`config.mk`:
```
export PLATFORM = sky130hd
export DESIGN_NAME = toggle_event_tx
export DESIGN_NICKNAME = d
export VERILOG_FILES = /design/src/rtl/toggle_event_tx.sv
export SDC_FILE = /design/constraint.sdc
export NUM_CORES = 1
export LEC_CHECK = 0
export ABC_AREA = 1
export CAP_MARGIN = 20
export CORE_MARGIN = 1
export CORE_UTILIZATION = 45
export CTS_BUF_LIST = sky130_fd_sc_hd__clkbuf_16
export DETAILED_ROUTE_END_ITERATION = 8
export GPL_ROUTABILITY_DRIVEN = 0
export PLACE_DENSITY = 0.68
export SLEW_MARGIN = 15
export SYNTH_ARGS = -nofsm -noshare
export SYNTH_HDL_FRONTEND = slang
export SYNTH_SLANG_ARGS = --single-unit
```
`constraint.sdc`:
```
create_clock -name clk -period 5.55 [get_ports clk]
set_input_delay 0.555 -clock clk [delete_from_list [all_inputs] [get_ports clk]]
set_output_delay 0.555 -clock clk [all_outputs]
set_load 0.02 [all_outputs]
```
`src/rtl/toggle_event_tx.sv`:
```
// Toggle-handshake event transmitter.
// Each accepted evt_pulse is queued in a saturating counter and issued to the
// receiving domain as one transition of sig_tog. The next event is sent only
// after the receiver echoes the level back on ack_tog and a fixed idle gap
// has elapsed.
module toggle_event_tx #(
   parameter int CNT_W   = 4,
   parameter int GAP_CYC = 2
) (
   input  logic             clk,
   input  logic             rst_n,
   input  logic             evt_pulse,
   input  logic             ack_tog,
   input  logic             clr_ovf,
   output logic             sig_tog,
   output logic [CNT_W-1:0] pending,
   output logic             busy,
   output logic             overflow
);

   typedef enum logic [1:0] {
      S_IDLE     = 2'd0,
      S_WAIT_ACK = 2'd1,
      S_GAP      = 2'd2
   } state_t;

   localparam logic [CNT_W-1:0] PEND_MAX = '1;
   localparam logic [7:0]       GAP_LD   = 8'(GAP_CYC);

   state_t           r_state;
   state_t           w_state_nxt;
   logic             r_ack_s0;
   logic             r_ack_s;
   logic             r_sig_tog;
   logic             r_overflow;
   logic [CNT_W-1:0] r_pending;
   logic [7:0]       r_gap_cnt;
   logic             w_issue;
   logic             w_ack_match;
   logic             w_ovf_set;

   // Two-flop synchronizer for the acknowledge toggle from the receiver domain.
   // NOTE: sequential state uses non-blocking assignments so every flop samples
   // pre-edge values, independent of statement order.
   always_ff @(posedge clk or negedge rst_n) begin
      if (!rst_n) begin
         r_ack_s0 <= 1'b0;
         r_ack_s  <= 1'b0;
      end else begin
         r_ack_s0 <= ack_tog;
         r_ack_s  <= r_ack_s0;
      end
   end

   // FSM state register.
   always_ff @(posedge clk or negedge rst_n) begin
      if (!rst_n) r_state <= S_IDLE;
      else        r_state <= w_state_nxt;
   end

   // FSM next-state logic.
   // NOTE: the default assignment at the top keeps this block free of latches.
   always_comb begin
      w_state_nxt = r_state;
      case (r_state)
         S_IDLE: begin
            if (r_pending != '0) w_state_nxt = S_WAIT_ACK;
         end
         S_WAIT_ACK: begin
            if (w_ack_match) w_state_nxt = (GAP_CYC == 0) ? S_IDLE : S_GAP;
         end
         S_GAP: begin
            if (r_gap_cnt <= 8'd1) w_state_nxt = S_IDLE;
         end
         default: w_state_nxt = S_IDLE;
      endcase
   end

   // FSM outputs: issue strobe, acknowledge detect, and status derived from registered state only.
   always_comb begin
      w_issue     = (r_state == S_IDLE) && (r_pending != '0);
      w_ack_match = (r_state == S_WAIT_ACK) && (r_ack_s == r_sig_tog);
      w_ovf_set   = evt_pulse && !w_issue && (r_pending == PEND_MAX);
      busy        = (r_state != S_IDLE) || (r_pending != '0);
      sig_tog     = r_sig_tog;
      pending     = r_pending;
      overflow    = r_overflow;
   end

   // Gap counter: loaded on acknowledge, counts down while idling in GAP.
   always_ff @(posedge clk or negedge rst_n) begin
      if (!rst_n) begin
         r_gap_cnt <= 8'd0;
      end else if (w_ack_match && (GAP_CYC != 0)) begin
         r_gap_cnt <= GAP_LD;
      end else if ((r_state == S_GAP) && (r_gap_cnt != 8'd0)) begin
         r_gap_cnt <= r_gap_cnt - 8'd1;
      end
   end

   // Event toggle: one transition per issued event.
   always_ff @(posedge clk or negedge rst_n) begin
      if (!rst_n)       r_sig_tog <= 1'b0;
      else if (w_issue) r_sig_tog <= ~r_sig_tog;
   end

   // Pending counter: accept/issue on the same edge cancel; a full counter drops new events.
   always_ff @(posedge clk or negedge rst_n) begin
      if (!rst_n) begin
         r_pending <= '0;
      end else if (evt_pulse && !w_issue) begin
         if (r_pending != PEND_MAX) r_pending <= r_pending + 1'b1;
      end else if (w_issue && !evt_pulse) begin
         r_pending <= r_pending - 1'b1;
      end
   end

   // Sticky overflow flag; a new drop wins over a simultaneous clear.
   always_ff @(posedge clk or negedge rst_n) begin
      if (!rst_n)         r_overflow <= 1'b0;
      else if (w_ovf_set) r_overflow <= 1'b1;
      else if (clr_ovf)   r_overflow <= 1'b0;
   end

endmodule

```
==> run summary, run 1 <==
The run finished with clean final reports. The mean routed wirelength per cell came out at 11.8 µm. Along the worst hold path, the cell count comes to 0. The category of the worst setup path capture point is an output port.

The total of endpoints with negative setup slack in the final report is 0. The CTS buffer count came out at 3. The maximum count of clock buffers along a single path is 2. During placement, the flow inserted port buffers numbering 11. For this configuration, the core starts out at a cell density of 0.478. The cell depth of the worst setup path is 3. The part of the power in registers came out at 0.296. Across the routed clock network, the largest skew measured is between 0.0009 and 0.001 ns.

The proportion of layout cells with a drive suffix above 1 came out at 0.125. The internal power component came out at about 430 µW. The number of gates resized after CTS is 0.

Of all nets on the critical path, the largest fanout is 6. After synthesis, the share of flip-flops with an asynchronous set or reset is 1.00. The first global-routing pass estimated between 3 and 4 mm of wire. Using the TritonRoute via totals, the vias-per-cell ratio works out to approximately 5.1. The count of mapped cells out of synthesis came out at 130. The maximum number of pins on one net before global-route repair came out at 19.

The signal on the critical path passes through nor2_2 > nand3_1 > clkdlybuf4s50_1. The count of maximum capacitance violations is 0. The total number of H-tree levels is 1. The number of max-slew violations in the final report was 0.

The net count of the mapped netlist came out at 141. The category of cells accounting for the largest share of critical-path delay is buffers and inverters. The first routing iteration left 23 violations. The slowest stage of the critical path is the sky130_fd_sc_hd__clkdlybuf4s50_1 cell. The final worst hold slack came out at around 0.35 ns. Setup repair after global routing left no endpoint under its margin. The number of antenna-violating nets in the routed design came out at 0.

The netlist area before placement came out at about 1100 µm². In this run the clock root is driven by a sky130_fd_sc_hd__clkbuf_16. The die area came out at 2570 µm². The half-perimeter wire length after detailed placement came out at 1.46 mm. The number of unique standard cell types used by synthesis came out at 21. The area share of the largest cell type after synthesis came out at 0.422. Summed over all instances, the cell type with the most area after synthesis is sky130_fd_sc_hd__dfrtp_1. At the end of the flow, the number of nets in the layout was 157. The count of boundary I/O pins is 12.

The clock transition at the registers of the reported paths came out at approximately 0.050 ns. The overall power came out at just under 800 µW. The initial antenna violation count is 0. The global route total overflow came out at 0.

After clock tree synthesis, the flow added hold-fix buffers numbering 0. The highest ir drop seen on vdd came out at 0.000351 V. The total number of vias came out at roughly 900. The number of cells on the worst reg-to-reg path is 13. For this run, the leading register cell type out of synthesis is sky130_fd_sc_hd__dfrtp_1. The worst endpoint required time came out at approximately 5 ns. The area growth from synthesis to layout is 20.6%. The startpoint-to-endpoint class of the critical path is reg2out.

After layout, the minimum clock period comes to between 2 and 2.5 ns. The global router's overall resource usage came out at 0.188. The number of remaining DRC errors is 0. The total leakage power came out at around 0.64 nW. The buffers plus inverters on the worst setup path came out at 1. The number of antenna cells inserted came out at 0. The placeable core region came out at approximately 2200 µm². The number of search-and-repair iterations in the first detailed-routing pass is 4.

Data on the critical path arrives at its endpoint at around 1.5 ns. TritonCTS built the clock tree. The final worst setup slack is between 3 and 4 ns. Of the available clock period, the critical path in the final layout requires 0.376. Power spread over the standard cell area amounts to 601 nW/µm². Wires add up to 2.02 mm. The setup total negative slack is 0 ns. The relative contribution of the clock network to total power is 0.181.

In the post-synthesis netlist, the cell with the most instances is sky130_fd_sc_hd__nand2_1. The switching power came out at between 300 and 400 µW. The class of the worst hold path is reg2reg. The number of core rows is 17. The finished layout holds between 150 and 200 standard cells, fillers aside.

The worst-case headroom to the max-slew limit is 0.462. Counting the fill cells in the layout gives between 150 and 200. In the synthesized netlist, the cells that appear most often are 34 x sky130_fd_sc_hd__nand2_1, 18 x sky130_fd_sc_hd__dfrtp_1, 15 x sky130_fd_sc_hd__inv_1. The clock latency of the later-clocked register in the worst-skew pair is around 0.24 ns. The worst-case setup slack after placement is 3.24 ns. The final hold violation count came to 0. Derived from the worst setup path, the maximum achievable clock frequency is ~0.48 GHz. The combinational share of power is 0.523. The count of placed standard cells including taps came out at approximately 170. Yosys printed 0 warnings. The delay contributed by the slowest stage of the critical path came out at between 0.5 and 0.6 ns. The clock net sink count is 18. The via count of the first global-routing pass is 832. The portion of the post-synthesis area used by sequential elements is 0.422. The chip width is between 50 and 60 µm. The synthesized design contains 18 register bits. Post-CTS timing repair inserted 0 buffers for setup.

By area the synthesized netlist is led by sky130_fd_sc_hd__dfrtp_1 42%, sky130_fd_sc_hd__nand2_1 12%, sky130_fd_sc_hd__ha_1 5.9%. The average footprint of a synthesized cell is 8.22 µm². The transition time at the pin with the least slew margin is between 0.8 and 0.9 ns. The worst setup path is launched from a flip-flop. The switching power share of the total came out at 0.439.

Yosys mapped a number of flops with a built-in enable equal to 0. The vertical die dimension is between 50 and 60 µm.
[registers in the layout (all words and copies together) (netlist names)]
name	cells
r_ack_s	1
pending	4
r_gap_cnt	8
r_state	2
overflow	1
sig_tog	1
r_ack_s0	1
[stage by stage]
step	util	area, µm²
floorplan	-	1070
finish	0.577	1290
CTS	0.577	1290
detailed placement	0.543	1210
global route	0.577	1290
global placement	0.543	1210
[path summary, 6_finish.rpt]
| kind | start | endpoint | slack, ns |
|---|---|---|---|
| min in group asynchronous | rst_n | pending[2]$_DFFE_PN0P_ | 0.78 |
| worst max register to register | pending[0]$_DFFE_PN0P_ | pending[3]$_DFFE_PN0P_ | 3.51 |
| worst min-delay path | r_ack_s0$_DFF_PN0_ | r_ack_s$_DFF_PN0_ | 0.35 |
| worst max-delay path | pending[0]$_DFFE_PN0P_ | busy | 3.47 |
| worst min register to register | r_ack_s0$_DFF_PN0_ | r_ack_s$_DFF_PN0_ | 0.35 |
| max in group asynchronous | rst_n | r_gap_cnt[5]$_DFFE_PN0P_ | 4.27 |
[power by group through the flow]
| stage | clock [mW] | sequential [mW] | combinational [mW] |
|---|---|---|---|
| floorplan | 0 | 0.246 | 0.276 |
| global placement | 0 | 0.229 | 0.392 |
| detailed placement | 0 | 0.231 | 0.403 |
| CTS | 0.144 | 0.229 | 0.408 |
| global route | 0.148 | 0.236 | 0.455 |
| finish | 0.140 | 0.229 | 0.405 |
[logic make-up after synthesis]
| group | after synthesis | share of synthesized area |
|---|---|---|
| AND/OR/NAND/NOR | 75 | 0.327 |
| flip-flops | 18 | 0.422 |
| buffers and inverters | 17 | 0.0597 |
| AO/OA/AOI/OAI | 7 | 0.0574 |
| XOR/XNOR | 7 | 0.0574 |
| adder cells (fa/ha/maj) | 6 | 0.0773 |
[placed cells by master (no fill, tap or decap)]
cell type,instances
sky130_fd_sc_hd__nand2_2,5
sky130_fd_sc_hd__nand3_1,11
sky130_fd_sc_hd__nor3_1,1
sky130_fd_sc_hd__inv_2,2
sky130_fd_sc_hd__o21ai_0,2
sky130_fd_sc_hd__nor2_2,5
sky130_fd_sc_hd__nand3_2,1
sky130_fd_sc_hd__clkbuf_16,3
sky130_fd_sc_hd__xnor2_1,2
sky130_fd_sc_hd__fa_1,1
sky130_fd_sc_hd__o22ai_1,1
sky130_fd_sc_hd__nand3b_1,1
sky130_fd_sc_hd__inv_1,15
sky130_fd_sc_hd__a21oi_4,2
sky130_fd_sc_hd__a21oi_1,1
sky130_fd_sc_hd__nand4_1,7
sky130_fd_sc_hd__nand2_1,34
sky130_fd_sc_hd__dfrtp_1,18
sky130_fd_sc_hd__o211ai_1,1
sky130_fd_sc_hd__nor2_1,10
sky130_fd_sc_hd__xor2_1,5
sky130_fd_sc_hd__ha_1,5
sky130_fd_sc_hd__clkdlybuf4s50_1,11
[final cells by class]
| type | count | area [µm²] | share of cell area |
|---|---|---|---|
| Timing Repair Buffer | 11 | 110 | 0.0854 |
| Sequential cell | 18 | 450 | 0.350 |
| Tap cell | 28 | 35.0 | 0.0272 |
| Multi-Input combinational cell | 95 | 554 | 0.430 |
| Clock buffer | 3 | 75.1 | 0.0583 |
| Inverter | 17 | 63.8 | 0.0495 |
[layer usage]
metal	vias up	GRT usage	share of wire
li1	444	-	-
met3	5	0.0364	0.046
met2	19	0.307	0.49
met5	-	0	0
met4	0	0.0880	0.015
met1	409	0.238	0.45
(Power assumes the default switching activity.)
==> inputs of run 2 (changes only) <==
==> constraint.sdc (replaced) <==
create_clock -name clk -period 2 [get_ports clk]
set_input_delay 0.2 -clock clk [delete_from_list [all_inputs] [get_ports clk]]
set_output_delay 0.2 -clock clk [all_outputs]
set_load 0.02 [all_outputs]
==> run summary, run 2 (same netlist as run 1, synthesis figures left out) <==
The path class of the tightest hold or removal check is in2async. The count of maximum capacitance violations came out at 0. The transition time at the pin with the least slew margin is between 0.3 and 0.4 ns. The clock net sink count came out at 18. Measured against its own limit, the worst slew margin works out to 0.764.

The final worst hold slack is around 0.28 ns. The number of inserted filler cells in the final layout came out at between 200 and 250. Based on the critical path, the design can be clocked at up to roughly 0.55 GHz. The clock transition at the registers of the reported paths came out at approximately 0.050 ns.

The placeable core region came out at 2230 µm². In this run, post-CTS hold repair placed 0 buffers. The starting density of the core is 0.478. The endpoint arrival time on the critical path came out at 1.99 ns. In the routed layout, each cell is associated on average with a via count of 5.02. The total leakage power came out at about 0.67 nW.

The chip width came out at a little over 50 µm. The total number of H-tree levels is 1. The initial antenna violation count came to 0. The via count of the first global-routing pass is between 900 and 1,000. Port buffering added 11 buffers. The flow ran to the end, and the final reports show no timing, DRC or antenna violations. The startpoint of the lowest-slack register-to-register path is pending[2]$_DFFE_PN0P_. The floorplan has 17 rows. The clock tree skew after final layout came out at between 0.001 and 0.0015 ns.

The half-perimeter wire length after detailed placement came out at about 1.6 mm. The library cells used most frequently in the layout, excluding fill and tap cells, are 34 x sky130_fd_sc_hd__nand2_1, 16 x sky130_fd_sc_hd__dfrtp_1, 15 x sky130_fd_sc_hd__inv_1. The proportion of layout cells with a drive suffix above 1 came out at 0.180. The category of the worst setup path capture point is a flip-flop. The number of search-and-repair iterations in the first detailed-routing pass is 4.

The total power divided by cell area came out at between 1500 and 2000 nW/µm². The die covers approximately 2600 µm². After layout, the minimum clock period comes to around 1.8 ns.

The global route total overflow is 0. The routed layout has slightly below 900 vias. The worst-case IR drop observed on VDD is 0.000907 V. Measured along the y axis, the die boundary spans 50.7 µm. The setup total negative slack is 0 ns. The count of boundary I/O pins came out at 12. The area overhead of the layout relative to synthesis is 26.1%. The final-stage net count is 162.

The worst endpoint required time is roughly 2.2 ns. STA classifies the critical path startpoint as a flip-flop. More flip-flops sit in one register than any other, and that register is r_gap_cnt. The first-pass GRT wire length is 3.73 mm.

The maximum number of pins on one net before global-route repair is 19. Clock tree synthesis selected as its root buffer the cell sky130_fd_sc_hd__clkbuf_16. The total of endpoints with negative setup slack in the final report is 0. The final hold violation count is 0. Setup repair after global routing left no endpoint under its margin. By startpoint and endpoint, the worst setup path is classified as reg2reg. The end-of-flow core utilization is 0.603. The clock passes through at most 2 buffers. The global router's overall resource usage came out at 0.195. Leaving out fill and tap cells, the most frequent cell in the layout is sky130_fd_sc_hd__nand2_1. The aggregate routed wire length came out at 2.10 mm. In this run the critical register-to-register path is captured at pending[2]$_DFFE_PN0P_.

The number of remaining DRC errors is 0. The flip-flop count of the largest register, all copies and words added is 8. The number of antenna-violating nets in the routed design came out at 0. The worst register-to-register path has a depth of 8. The CTS buffer count is 3. The number of design-rule violations left by the first detailed-router iteration is 22. Of the available clock period, the critical path in the final layout requires 0.914. After detailed routing, the average wire length per cell comes to about 12 µm.

Setup slack on the worst reg-to-reg path comes out at around 0.17 ns. The number of max-slew violations in the final report is 0. At the later pin of the worst-skew pair, clock insertion delay measures 0.24 ns. The number of antenna cells inserted came out at 0. Along the worst path, the maximum fanout reaches 5. The CTS tree is done.
==> run 2: cell types whose count changed in the layout (fill, tap and decap cells not counted) <==
cell / delta
sky130_fd_sc_hd__nor2_1: -1
sky130_fd_sc_hd__buf_4: +5
sky130_fd_sc_hd__ha_1: -1
sky130_fd_sc_hd__dfrtp_2: +2
sky130_fd_sc_hd__dfrtp_1: -2
sky130_fd_sc_hd__nor2_2: +1
sky130_fd_sc_hd__ha_4: +1
sky130_fd_sc_hd__clkinv_1: +1
==> run 2: worst max path at each step <==
stage / endpoint / from / cells after the start / slack (ns)
3_3_place_gp: pending[3]$_DFFE_PN0P_ / evt_pulse / 11 / 0.19
4_1_cts: pending[3]$_DFFE_PN0P_ / pending[3]$_DFFE_PN0P_ / 13 / 0.15
2_1_floorplan: pending[3]$_DFFE_PN0P_ / pending[0]$_DFFE_PN0P_ / 13 / 0.09
6_report: pending[2]$_DFFE_PN0P_ / pending[2]$_DFFE_PN0P_ / 8 / 0.17
5_1_grt: pending[3]$_DFFE_PN0P_ / pending[2]$_DFFE_PN0P_ / 13 / 0.03
3_5_place_dp: pending[3]$_DFFE_PN0P_ / evt_pulse / 11 / 0.14
==> run 2: cell type report <==
type / instances / area, µm² / share of cell area
inverter: 17 / 63.8 / 0.0474
multi-input combinational: 95 / 569 / 0.422
tap: 28 / 35.0 / 0.0260
timing repair buffer: 16 / 148 / 0.110
clock inverter: 1 / 3.75 / 0.00279
sequential: 18 / 453 / 0.336
clock buffer: 3 / 75.1 / 0.0557
==> run 2: layer usage <==
metal,track usage,up-vias,part of all wire
met5,0,-,0
met4,0.0833,0,0.0057
met3,0.0273,2,0.027
met2,0.333,18,0.52
met1,0.243,416,0.45
li1,-,457,-
==> run 2: power breakdown <==
part	switching, mW	internal, mW
clock network	0.126	0.265
registers	0.125	0.498
logic	0.722	0.517
==> run 2: through the flow <==
stage | setup slack, ns | cell area [µm²] | cells | power [mW]
2_1_floorplan | 0.0944 | 1070 | 130 | 1.45
3_3_place_gp | 0.193 | 1250 | 174 | 1.78
3_5_place_dp | 0.144 | 1250 | 174 | 1.82
4_1_cts | 0.151 | 1330 | 178 | 2.23
5_1_grt | 0.0304 | 1350 | 178 | 2.47
6_report | 0.171 | 1350 | 178 | 2.25
==> run 2: critical path, stage by stage, from the launching register on <==
cell,delay (ns)
sky130_fd_sc_hd__dfrtp_2,0.46
sky130_fd_sc_hd__nor2_2,0.11
sky130_fd_sc_hd__nand2_1,0.09
sky130_fd_sc_hd__nand2_2,0.07
sky130_fd_sc_hd__nand2_1,0.12
sky130_fd_sc_hd__buf_4,0.18
sky130_fd_sc_hd__fa_1,0.39
sky130_fd_sc_hd__xnor2_1,0.14
sky130_fd_sc_hd__a21oi_1,0.17
==> run 2: repair_timing <==
| action | in CTS | in global routing |
|---|---|---|
| setup endpoints to repair | 0 | 1 |
| gates resized for setup | 0 | 4 |
| setup buffers | 0 | 0 |
| hold endpoints to repair | 0 | 0 |
